[config.mk]
export PLATFORM = sky130hd
export DESIGN_NAME = grad_read_arbiter
export DESIGN_NICKNAME = d
export VERILOG_FILES = /design/src/rtl/grad_read_arbiter.sv
export SDC_FILE = /design/constraint.sdc
export NUM_CORES = 1
export LEC_CHECK = 0
export CAP_MARGIN = 25
export CELL_PAD_IN_SITES_DETAIL_PLACEMENT = 2
export CELL_PAD_IN_SITES_GLOBAL_PLACEMENT = 2
export CORE_MARGIN = 8
export CORE_UTILIZATION = 27
export DETAILED_ROUTE_END_ITERATION = 8
export PLACE_DENSITY = 0.88
export SLEW_MARGIN = 20
export SYNTH_ARGS = -nofsm -noshare
export SYNTH_HDL_FRONTEND = slang
export SYNTH_SLANG_ARGS = --single-unit
[constraint.sdc]
create_clock -name clk_in -period 7.4 [get_ports clk_in]
set_input_delay 1.85 -clock clk_in [delete_from_list [all_inputs] [get_ports clk_in]]
set_output_delay 1.85 -clock clk_in [all_outputs]
set_load 0.01 [all_outputs]
[src/rtl/grad_read_arbiter.sv]
// rtl/grad_read_arbiter.sv - round-robin read arbiter with burst lock for a shared gradient BRAM port
module grad_read_arbiter #(
    parameter int NUM_REQ      = 3,
    parameter int ADDR_WIDTH   = 12,
    parameter int DATA_WIDTH   = 8,
    parameter int READ_LATENCY = 2,
    localparam int ID_W        = $clog2(NUM_REQ)
) (
    input  logic                          clk_in,
    input  logic                          rst_in,
    input  logic [NUM_REQ-1:0]            req_valid,
    input  logic [NUM_REQ-1:0]            req_lock,
    input  logic [NUM_REQ*ADDR_WIDTH-1:0] req_addr,
    output logic [NUM_REQ-1:0]            req_ready,
    output logic [NUM_REQ-1:0]            rsp_valid,
    output logic [DATA_WIDTH-1:0]         rsp_data,
    output logic [ADDR_WIDTH-1:0]         bram_addr,
    output logic                          bram_en,
    input  logic [DATA_WIDTH-1:0]         bram_dout,
    output logic [ID_W-1:0]               grant_id,
    output logic                          busy
);

    // One tag stage per BRAM cycle plus the address register stage.
    localparam int DEPTH = READ_LATENCY + 1;

    logic [ID_W-1:0]       last_grant_q;
    logic [ID_W-1:0]       grant_id_q;
    logic                  prev_accept_q;
    logic [ADDR_WIDTH-1:0] bram_addr_q;
    logic                  bram_en_q;
    logic [DEPTH-1:0]      tag_vld_q;
    logic [DEPTH-1:0]      tag_vld_d;
    logic [ID_W-1:0]       tag_id_q [DEPTH];
    logic [NUM_REQ-1:0]    rsp_valid_q;
    logic [DATA_WIDTH-1:0] rsp_data_q;
    logic                  busy_q;

    logic [ID_W-1:0]       winner_id;
    logic                  found;
    logic                  lock_hold;
    logic                  accept;
    logic [ID_W-1:0]       cand;
    int                    cand_i;

    // Winner selection: a lock re-grants the holder only while it keeps
    // requesting right after its own accept; otherwise strict rotation.
    always_comb begin
        winner_id = last_grant_q;
        found     = 1'b0;
        cand_i    = 0;
        cand      = '0;
        lock_hold = prev_accept_q & req_valid[last_grant_q] & req_lock[last_grant_q];
        if (lock_hold) begin
            found = 1'b1;
        end else begin
            for (int off = 1; off <= NUM_REQ; off++) begin
                cand_i = (int'(last_grant_q) + off) % NUM_REQ;
                cand   = cand_i[ID_W-1:0];
                if (!found && req_valid[cand]) begin
                    found     = 1'b1;
                    winner_id = cand;
                end
            end
        end
    end

    // Grant is suppressed while reset is asserted so every output reads 0.
    always_comb begin
        accept    = found & ~rst_in;
        req_ready = '0;
        if (accept) begin
            req_ready[winner_id] = 1'b1;
        end
    end

    // Grant history and the registered BRAM address/enable.
    always_ff @(posedge clk_in or posedge rst_in) begin
        if (rst_in) begin
            last_grant_q  <= ID_W'(NUM_REQ - 1);
            grant_id_q    <= '0;
            prev_accept_q <= 1'b0;
            bram_addr_q   <= '0;
            bram_en_q     <= 1'b0;
        end else begin
            prev_accept_q <= accept;
            bram_en_q     <= accept;
            if (accept) begin
                last_grant_q <= winner_id;
                grant_id_q   <= winner_id;
                bram_addr_q  <= req_addr[winner_id*ADDR_WIDTH +: ADDR_WIDTH];
            end
        end
    end

    // Next tag-valid vector; a null tag enters whenever nothing is accepted.
    always_comb begin
        tag_vld_d = {tag_vld_q[DEPTH-2:0], accept};
    end

    // Tag shift register tracking which requester owns each in-flight read.
    always_ff @(posedge clk_in or posedge rst_in) begin
        if (rst_in) begin
            tag_vld_q <= '0;
            busy_q    <= 1'b0;
            for (int s = 0; s < DEPTH; s++) begin
                tag_id_q[s] <= '0;
            end
        end else begin
            tag_vld_q   <= tag_vld_d;
            busy_q      <= |tag_vld_d;
            tag_id_q[0] <= winner_id;
            for (int s = 1; s < DEPTH; s++) begin
                tag_id_q[s] <= tag_id_q[s-1];
            end
        end
    end

    // Response stage: the exiting tag steers a one-cycle pulse with the BRAM data.
    always_ff @(posedge clk_in or posedge rst_in) begin
        if (rst_in) begin
            rsp_valid_q <= '0;
            rsp_data_q  <= '0;
        end else begin
            rsp_valid_q <= '0;
            rsp_data_q  <= bram_dout;
            if (tag_vld_q[DEPTH-1]) begin
                rsp_valid_q[tag_id_q[DEPTH-1]] <= 1'b1;
            end
        end
    end

    assign rsp_valid = rsp_valid_q;
    assign rsp_data  = rsp_data_q;
    assign bram_addr = bram_addr_q;
    assign bram_en   = bram_en_q;
    assign grant_id  = grant_id_q;
    assign busy      = busy_q;

endmodule
==> run_results.csv, run 1 <==
group,metric,value,unit
detailed_routing,route.final.wire_length,6217,um
die,die_area,9692,um^2
cells_and_area,final_layout_size_suffix_gt1_frac,0.1089,
die,design.core.area,6681,um^2
synthesis,synth.lib_cells_used.distinct,40,
critical_path,critical_path.max_stage_delay,530,ps
flow_run,timing.max_cap.violations,0,
detailed_routing,num_vias,1639,
detailed_routing,detail-route-antenna-nets,0,
sta,setup-violations-final,0,
die,floorplan.rows,30,
cts,clkTransAtPathRegs,80,ps
cts,tritoncts,"done",
place,gp_congestion,0.7951,
grt,grtUsageMet2,0.2381,
place,placedCellCount,320,
cts,post-cts-setup-buffers,0,
cts,cts_hold_repair.buffers,0,
critical_path,critPathLaunchType,"input port",
critical_path,timing.critical_path.to_type,"output port",
critical_path,cp_data_arrival_time,4570,ps
detailed_routing,route.detailed.wl_per_inst,18.95,um
sta,clk_skew,10.76,ps
grt,antenna_found_initial,0,
sta,fmax,155.6,MHz
die,fp.dieW,98.45,um
detailed_routing,drc_errors,0,
cells_and_area,design.final.nets,303,
synthesis,synthesis.area_per_instance,11.12,um^2
grt,first_pass_grt_wire_length,10170,um
cts,h_tree_levels,2,
synthesis,ys_seq_elements,36,
sta,slew_headroom,0.6980,
cells_and_area,final_common_cell,"sky130_fd_sc_hd__clkdlybuf4s50_1",
status,outcome,"finished clean",
sta,timing_max_transition_violations_final,0,
sta,tightest_slew,453.0,ps
die,io_pins,82,
place,io_buffer_count,81,
synthesis,postSynthNetCount,221,
cts,numClockSinks,36,
grt,grt_pass1_vias,1873,
grt,grt_remaining_overflow,0,
sta,total_negative_slack,0,ps
sta,rsz0062_at_grt,"no",
critical_path,timing.critical_path.required,5550,ps
synthesis,netlist_instances,165,
power,p_total,1277,uW
place,instance_area_at_placement,2706,um^2
cts,cts_buffer_depth,2,
die,die_height,98.45,um
cts,postCtsResizedCells,0,
cells_and_area,final_cell_mix,"sky130_fd_sc_hd__clkdlybuf4s50_1 (81), sky130_fd_sc_hd__dfrtp_1 (35), sky130_fd_sc_hd__nand2_1 (16), sky130_fd_sc_hd__nand3_1 (16), sky130_fd_sc_hd__mux2i_1 (15)",
synthesis,count_of_warnings_emitted_by_yosys,0,
power,power.density,453.3,nW/um^2
critical_path,critical-path-slowest-cell,"sky130_fd_sc_hd__clkdlybuf4s50_1",
die,initial_utilization,0.2747,
grt,globalRouteMet3Util,0.04863,
grt,grt-busiest-layer,"met2",
cts,insertion_delay,290,ps
power,power.static_leakage,0.001174,uW
sta,report.final.hold_viol_count,0,
synthesis,netlist_area,1836,um^2
detailed_routing,first_pass_iteration_count_of_the_detailed_router,4,
grt,met1_track_demand_over_resource,0.1412,
cells_and_area,number_of_non_filler_instances_in_the_completed_layout,328,
cells_and_area,final_area,2818,um^2
detailed_routing,initialDrtViolationCount,68,
critical_path,crit_chain,"clkdlybuf4s50_1 > mux2i_1 > o22a_1 > and2_1 > a31o_2 > clkinv_1 > buf_4 > and2_1 > clkdlybuf4s50_1",
grt,grt_start_max_net_pins,37,
grt,global_route.usage.total,0.1307,
sta,min_period,6425,ps
sta,final.period_utilization,0.8682,
critical_path,critical_path.max_fanout,17,
cts,numCtsBuffers,5,
place,detailed_place_hpwl,4859,um
detailed_routing,detail_route.vias_per_cell,4.997,
power,irDropWorstVdd,221.2,uV
cells_and_area,diodes,0,
cells_and_area,num-fill-cells,723,
critical_path,criticalPathCategory,"in2out",
cts,clk_root_buffer_cell,"sky130_fd_sc_hd__clkbuf_8",
synthesis,synth-seq-area-share,0.4915,
cells_and_area,area_delta_synth_final,53.51,%
min_path,hold_path.class,"reg2reg",
[worst paths after layout]
check                                            start                     endpoint  slack [ps]  depth (start not counted)
min in group asynchronous                       rst_in        rsp_data[4]$_DFF_PP0_        2060                          3
max                                       req_valid[1]                 req_ready[2]         980                          9
max in group asynchronous                       rst_in  last_grant_q[1]$_DFFE_PP1P_        4990                          3
min                              tag_id_q[2]$_DFF_PP0_        tag_id_q[0]$_DFF_PP0_         340                          0
max reg2reg                last_grant_q[0]$_DFFE_PP0P_               busy$_DFF_PP0_        4260                          9
min reg2reg                      tag_id_q[2]$_DFF_PP0_        tag_id_q[0]$_DFF_PP0_         340                          0
[sequential cells by signal (all words and copies together) (netlist names)]
signal,count
tag_id_q,6
tag_vld_q,3
busy,1
rsp_valid,3
bram_addr,12
grant_id,1
last_grant_q,2
rsp_data,8
[where the power goes]
part	total [uW]	internal, uW	leakage, uW	switching (uW)
Clock	174	99.7	0.0000541	74.4
Sequential	331	277	0.000437	54.0
Combinational	772	364	0.000683	408
Total	1280	741	0.00117	537
[critical path: cells and delay by family]
| kind | cells | cell delay [ps] |
|---|---|---|
| AO/OA/AOI/OAI | 2 | 640 |
| buffers and inverters | 4 | 1400 |
| multiplexers | 1 | 370 |
| AND/OR/NAND/NOR | 2 | 300 |
[kinds of logic after synthesis]
family,Yosys count,synth area share
adder cells (fa/ha/maj),4,0.02727
flip-flops,36,0.4915
buffers and inverters,16,0.05044
AND/OR/NAND/NOR,56,0.1609
multiplexers,17,0.09611
AO/OA/AOI/OAI,36,0.1738
[per-layer routing]
layer  share of wire  routed length (um)  up-vias
met5               0                   0        -
met4          0.0034                  21        0
met3           0.063                 393        2
li1                -                   -      755
met1            0.39                2440      833
met2            0.54                3361       49
[stage by stage]
stage          worst slack [ps]  utilization  hold slack [ps]
6_report                  975.2       0.4217            344.4
4_1_cts                   937.5       0.4217            348.6
2_1_floorplan              2087            -            331.2
3_3_place_gp               1079       0.4051            332.5
5_1_grt                   811.5       0.4217            358.0
3_5_place_dp              974.6       0.4051            337.0
[layout make-up]
type / instances / area (um^2) / share of cell area
Inverter: 6 / 22.52 / 0.007993
Sequential cell: 36 / 902.1 / 0.3202
Tap cell: 80 / 100.1 / 0.03552
Clock inverter: 3 / 42.54 / 0.01510
Clock buffer: 5 / 68.82 / 0.02442
Multi-Input combinational cell: 113 / 840.8 / 0.2984
Timing Repair Buffer: 85 / 840.8 / 0.2984
[cell usage after synthesis]
master	instances	area (um^2)
sky130_fd_sc_hd__dfrtp_1	35	875.8
sky130_fd_sc_hd__nand2_1	16	60.06
sky130_fd_sc_hd__nand3_1	16	80.08
sky130_fd_sc_hd__mux2i_1	15	150.1
sky130_fd_sc_hd__o211ai_2	9	112.6
sky130_fd_sc_hd__a21oi_1	5	25.02
sky130_fd_sc_hd__inv_1	5	18.77
sky130_fd_sc_hd__o21a_1	5	37.54
sky130_fd_sc_hd__and3b_1	4	35.03
sky130_fd_sc_hd__clkbuf_1	4	15.01
sky130_fd_sc_hd__ha_1	4	50.05
sky130_fd_sc_hd__nor2_1	4	15.01
sky130_fd_sc_hd__o211ai_1	4	30.03
sky130_fd_sc_hd__and2_1	3	18.77
sky130_fd_sc_hd__nand3b_1	3	22.52
sky130_fd_sc_hd__o21ai_0	3	15.01
sky130_fd_sc_hd__a31o_2	2	17.52
sky130_fd_sc_hd__a31oi_1	2	12.51
sky130_fd_sc_hd__buf_2	2	10.01
sky130_fd_sc_hd__buf_6	2	22.52
sky130_fd_sc_hd__nand4_1	2	12.51
sky130_fd_sc_hd__nor2b_1	2	12.51
sky130_fd_sc_hd__a2111oi_4	1	27.53
sky130_fd_sc_hd__a211o_1	1	8.760
sky130_fd_sc_hd__a211oi_1	1	7.510
sky130_fd_sc_hd__a21boi_0	1	7.510
sky130_fd_sc_hd__buf_4	1	7.510
sky130_fd_sc_hd__buf_8	1	15.01
sky130_fd_sc_hd__clkinv_1	1	3.750
sky130_fd_sc_hd__dfstp_2	1	26.28
sky130_fd_sc_hd__mux2_2	1	11.26
sky130_fd_sc_hd__mux2_4	1	15.01
sky130_fd_sc_hd__nand2b_1	1	6.260
sky130_fd_sc_hd__nor3_1	1	5.000
sky130_fd_sc_hd__nor3b_1	1	7.510
sky130_fd_sc_hd__o22a_1	1	8.760
sky130_fd_sc_hd__o32ai_1	1	8.760
sky130_fd_sc_hd__or2_1	1	6.260
sky130_fd_sc_hd__or3_1	1	6.260
sky130_fd_sc_hd__or4_1	1	7.510
No activity file was read; power rests on OpenSTA's default activity.
==> run 2, diff against run 1 <==
CELL_PAD_IN_SITES_DETAIL_PLACEMENT = unset   (was 2)
CELL_PAD_IN_SITES_GLOBAL_PLACEMENT = unset   (was 2)
CORE_UTILIZATION = 31   (was 27)
PLACE_DENSITY = 0.64   (was 0.88)
==> run_results.csv, run 2 (synthesis gave the netlist of run 1 again) <==
group,metric,value,unit
grt,grt_remaining_overflow,0,
critical_path,critical_path.max_stage_delay,560,ps
detailed_routing,initialDrtViolationCount,107,
die,initial_utilization,0.3156,
cells_and_area,design.final.nets,302,
critical_path,timing.critical_path.to_type,"output port",
critical_path,r2r_setup_slack,4230,ps
sta,total_negative_slack,0,ps
place,io_buffer_count,81,
sta,final.period_utilization,0.8926,
cts,postCtsResizedCells,0,
cells_and_area,area_delta_synth_final,52.76,%
sta,clk_skew,6.750,ps
cts,numCtsBuffers,5,
critical_path,criticalPathCategory,"in2out",
min_path,hold_path.class,"reg2reg",
sta,tightest_slew,463.1,ps
grt,global_route.usage.total,0.1160,
grt,antenna_found_initial,0,
min_path,worstHoldPathCells,0,
sta,setup-violations-final,0,
critical_path,timing.critical_path.required,5550,ps
detailed_routing,detail_route.vias_per_cell,4.780,
grt,first_pass_grt_wire_length,8038,um
sta,fmax,151.4,MHz
detailed_routing,route.detailed.wl_per_inst,15.30,um
flow_run,timing.max_cap.violations,0,
sta,hold-worst-slack,350.3,ps
grt,grt_pass1_vias,1667,
detailed_routing,num_vias,1539,
power,irDropWorstVdd,206.6,uV
cells_and_area,number_of_non_filler_instances_in_the_completed_layout,322,
sta,rsz0062_at_grt,"no",
sta,slew_headroom,0.6893,
die,die_height,92.95,um
cells_and_area,final_common_cell,"sky130_fd_sc_hd__clkdlybuf4s50_1",
place,placedCellCount,314,
cts,h_tree_levels,2,
place,gp_congestion,0.8492,
die,fp.dieW,92.95,um
die,die_area,8640,um^2
sta,timing_max_transition_violations_final,0,
die,floorplan.rows,28,
critical_path,critPathLaunchType,"input port",
cts,insertion_delay,280,ps
cts,clkTransAtPathRegs,70,ps
detailed_routing,route.final.wire_length,4925,um
cts,post-cts-setup-buffers,0,
cts,tritoncts,"done",
critical_path,cp_data_arrival_time,4760,ps
critical_path,critical_path.max_fanout,15,
status,outcome,"finished clean",
critical_path,regToRegStartpoint,"last_grant_q[0]$_DFFE_PP0P_",
sta,finalWorstSetupSlack,794.5,ps
cells_and_area,final_cell_mix,"sky130_fd_sc_hd__clkdlybuf4s50_1 (81), sky130_fd_sc_hd__dfrtp_1 (35), sky130_fd_sc_hd__nand2_1 (16), sky130_fd_sc_hd__nand3_1 (16), sky130_fd_sc_hd__mux2i_1 (15)",
cts,clk_root_buffer_cell,"sky130_fd_sc_hd__clkbuf_8",
die,io_pins,82,
cts,cts_buffer_depth,2,
cts,numClockSinks,36,
detailed_routing,detail-route-antenna-nets,0,
place,detailed_place_hpwl,3899,um
critical_path,critical-path-slowest-cell,"sky130_fd_sc_hd__clkdlybuf4s50_1",
sta,min_period,6606,ps
power,power.density,440.7,nW/um^2
critical_path,reg2regPathDepth,8,
cells_and_area,diodes,0,
min_path,min-delay-start,"tag_id_q[2]$_DFF_PP0_",
power,p_total,1236,uW
cells_and_area,final_layout_size_suffix_gt1_frac,0.1053,
detailed_routing,first_pass_iteration_count_of_the_detailed_router,4,
critical_path,crit_chain,"clkdlybuf4s50_1 > mux2_4 > a2111oi_4 > o32ai_1 > a31o_2 > or2_1 > buf_4 > nor2b_1 > clkdlybuf4s50_1",
power,power.static_leakage,0.001169,uW
cells_and_area,largest_reg_flops,12,
critical_path,crit-reg2reg-capture,"busy$_DFF_PP0_",
place,place_ws,816.5,ps
critical_path,critPathMostFrequentCell,"sky130_fd_sc_hd__clkdlybuf4s50_1",
cts,cts_hold_repair.buffers,0,
min_path,whs_endpoint,"tag_id_q[0]$_DFF_PP0_",
sta,report.final.hold_viol_count,0,
detailed_routing,drc_errors,0,
grt,grt_start_max_net_pins,37,
cells_and_area,num-fill-cells,587,
die,design.core.area,5816,um^2
## run 2: changes by cell type in the layout (fill, tap and decap cells not counted)
cell / change
sky130_fd_sc_hd__buf_4: -1
## run 2: layout make-up
class,instances,area [um^2],share of cell area
flip-flops and latches,36,902.1,0.3217
inverters,6,22.52,0.008032
clock inverters,3,42.54,0.01517
repair buffers,84,833.3,0.2972
clock buffers,5,68.82,0.02454
well taps,75,93.84,0.03347
multi-input cells,113,840.8,0.2999
## run 2: where the power goes
part	internal [uW]	switching [uW]	total, uW
clock	99.6	69.3	169
combinational	360	378	738
sequential	277	51.7	329
total	737	499	1240
## run 2: metal layers
metal  global-route usage  part of all wire
met5                    0                 0
met4              0.02819            0.0073
met3              0.04693             0.074
met2               0.1976              0.52
met1               0.1317              0.40
## run 2: worst max path at each step
stage	from	end	slack (ps)	cells after the start
6_report	req_valid[1]	req_ready[1]	790	9
5_1_grt	req_valid[1]	req_ready[2]	560	8
4_1_cts	req_valid[1]	req_ready[1]	810	9
3_5_place_dp	req_valid[1]	req_ready[2]	820	8
3_3_place_gp	req_valid[1]	req_ready[1]	860	9
2_1_floorplan	req_valid[0]	req_ready[0]	2090	8
## run 2: worst max-delay path: cells and delay by family
family | cells | cell delay, ps
and+or+nand+nor | 2 | 430
muxes | 1 | 340
buffers and inverters | 3 | 1310
AOI/OAI and AO/OA | 3 | 820
## run 2: stage by stage
step	utilization	cell area, um^2
2_1_floorplan	-	1836
3_3_place_gp	0.4630	2693
3_5_place_dp	0.4630	2693
4_1_cts	0.4821	2804
5_1_grt	0.4821	2804
6_report	0.4821	2804
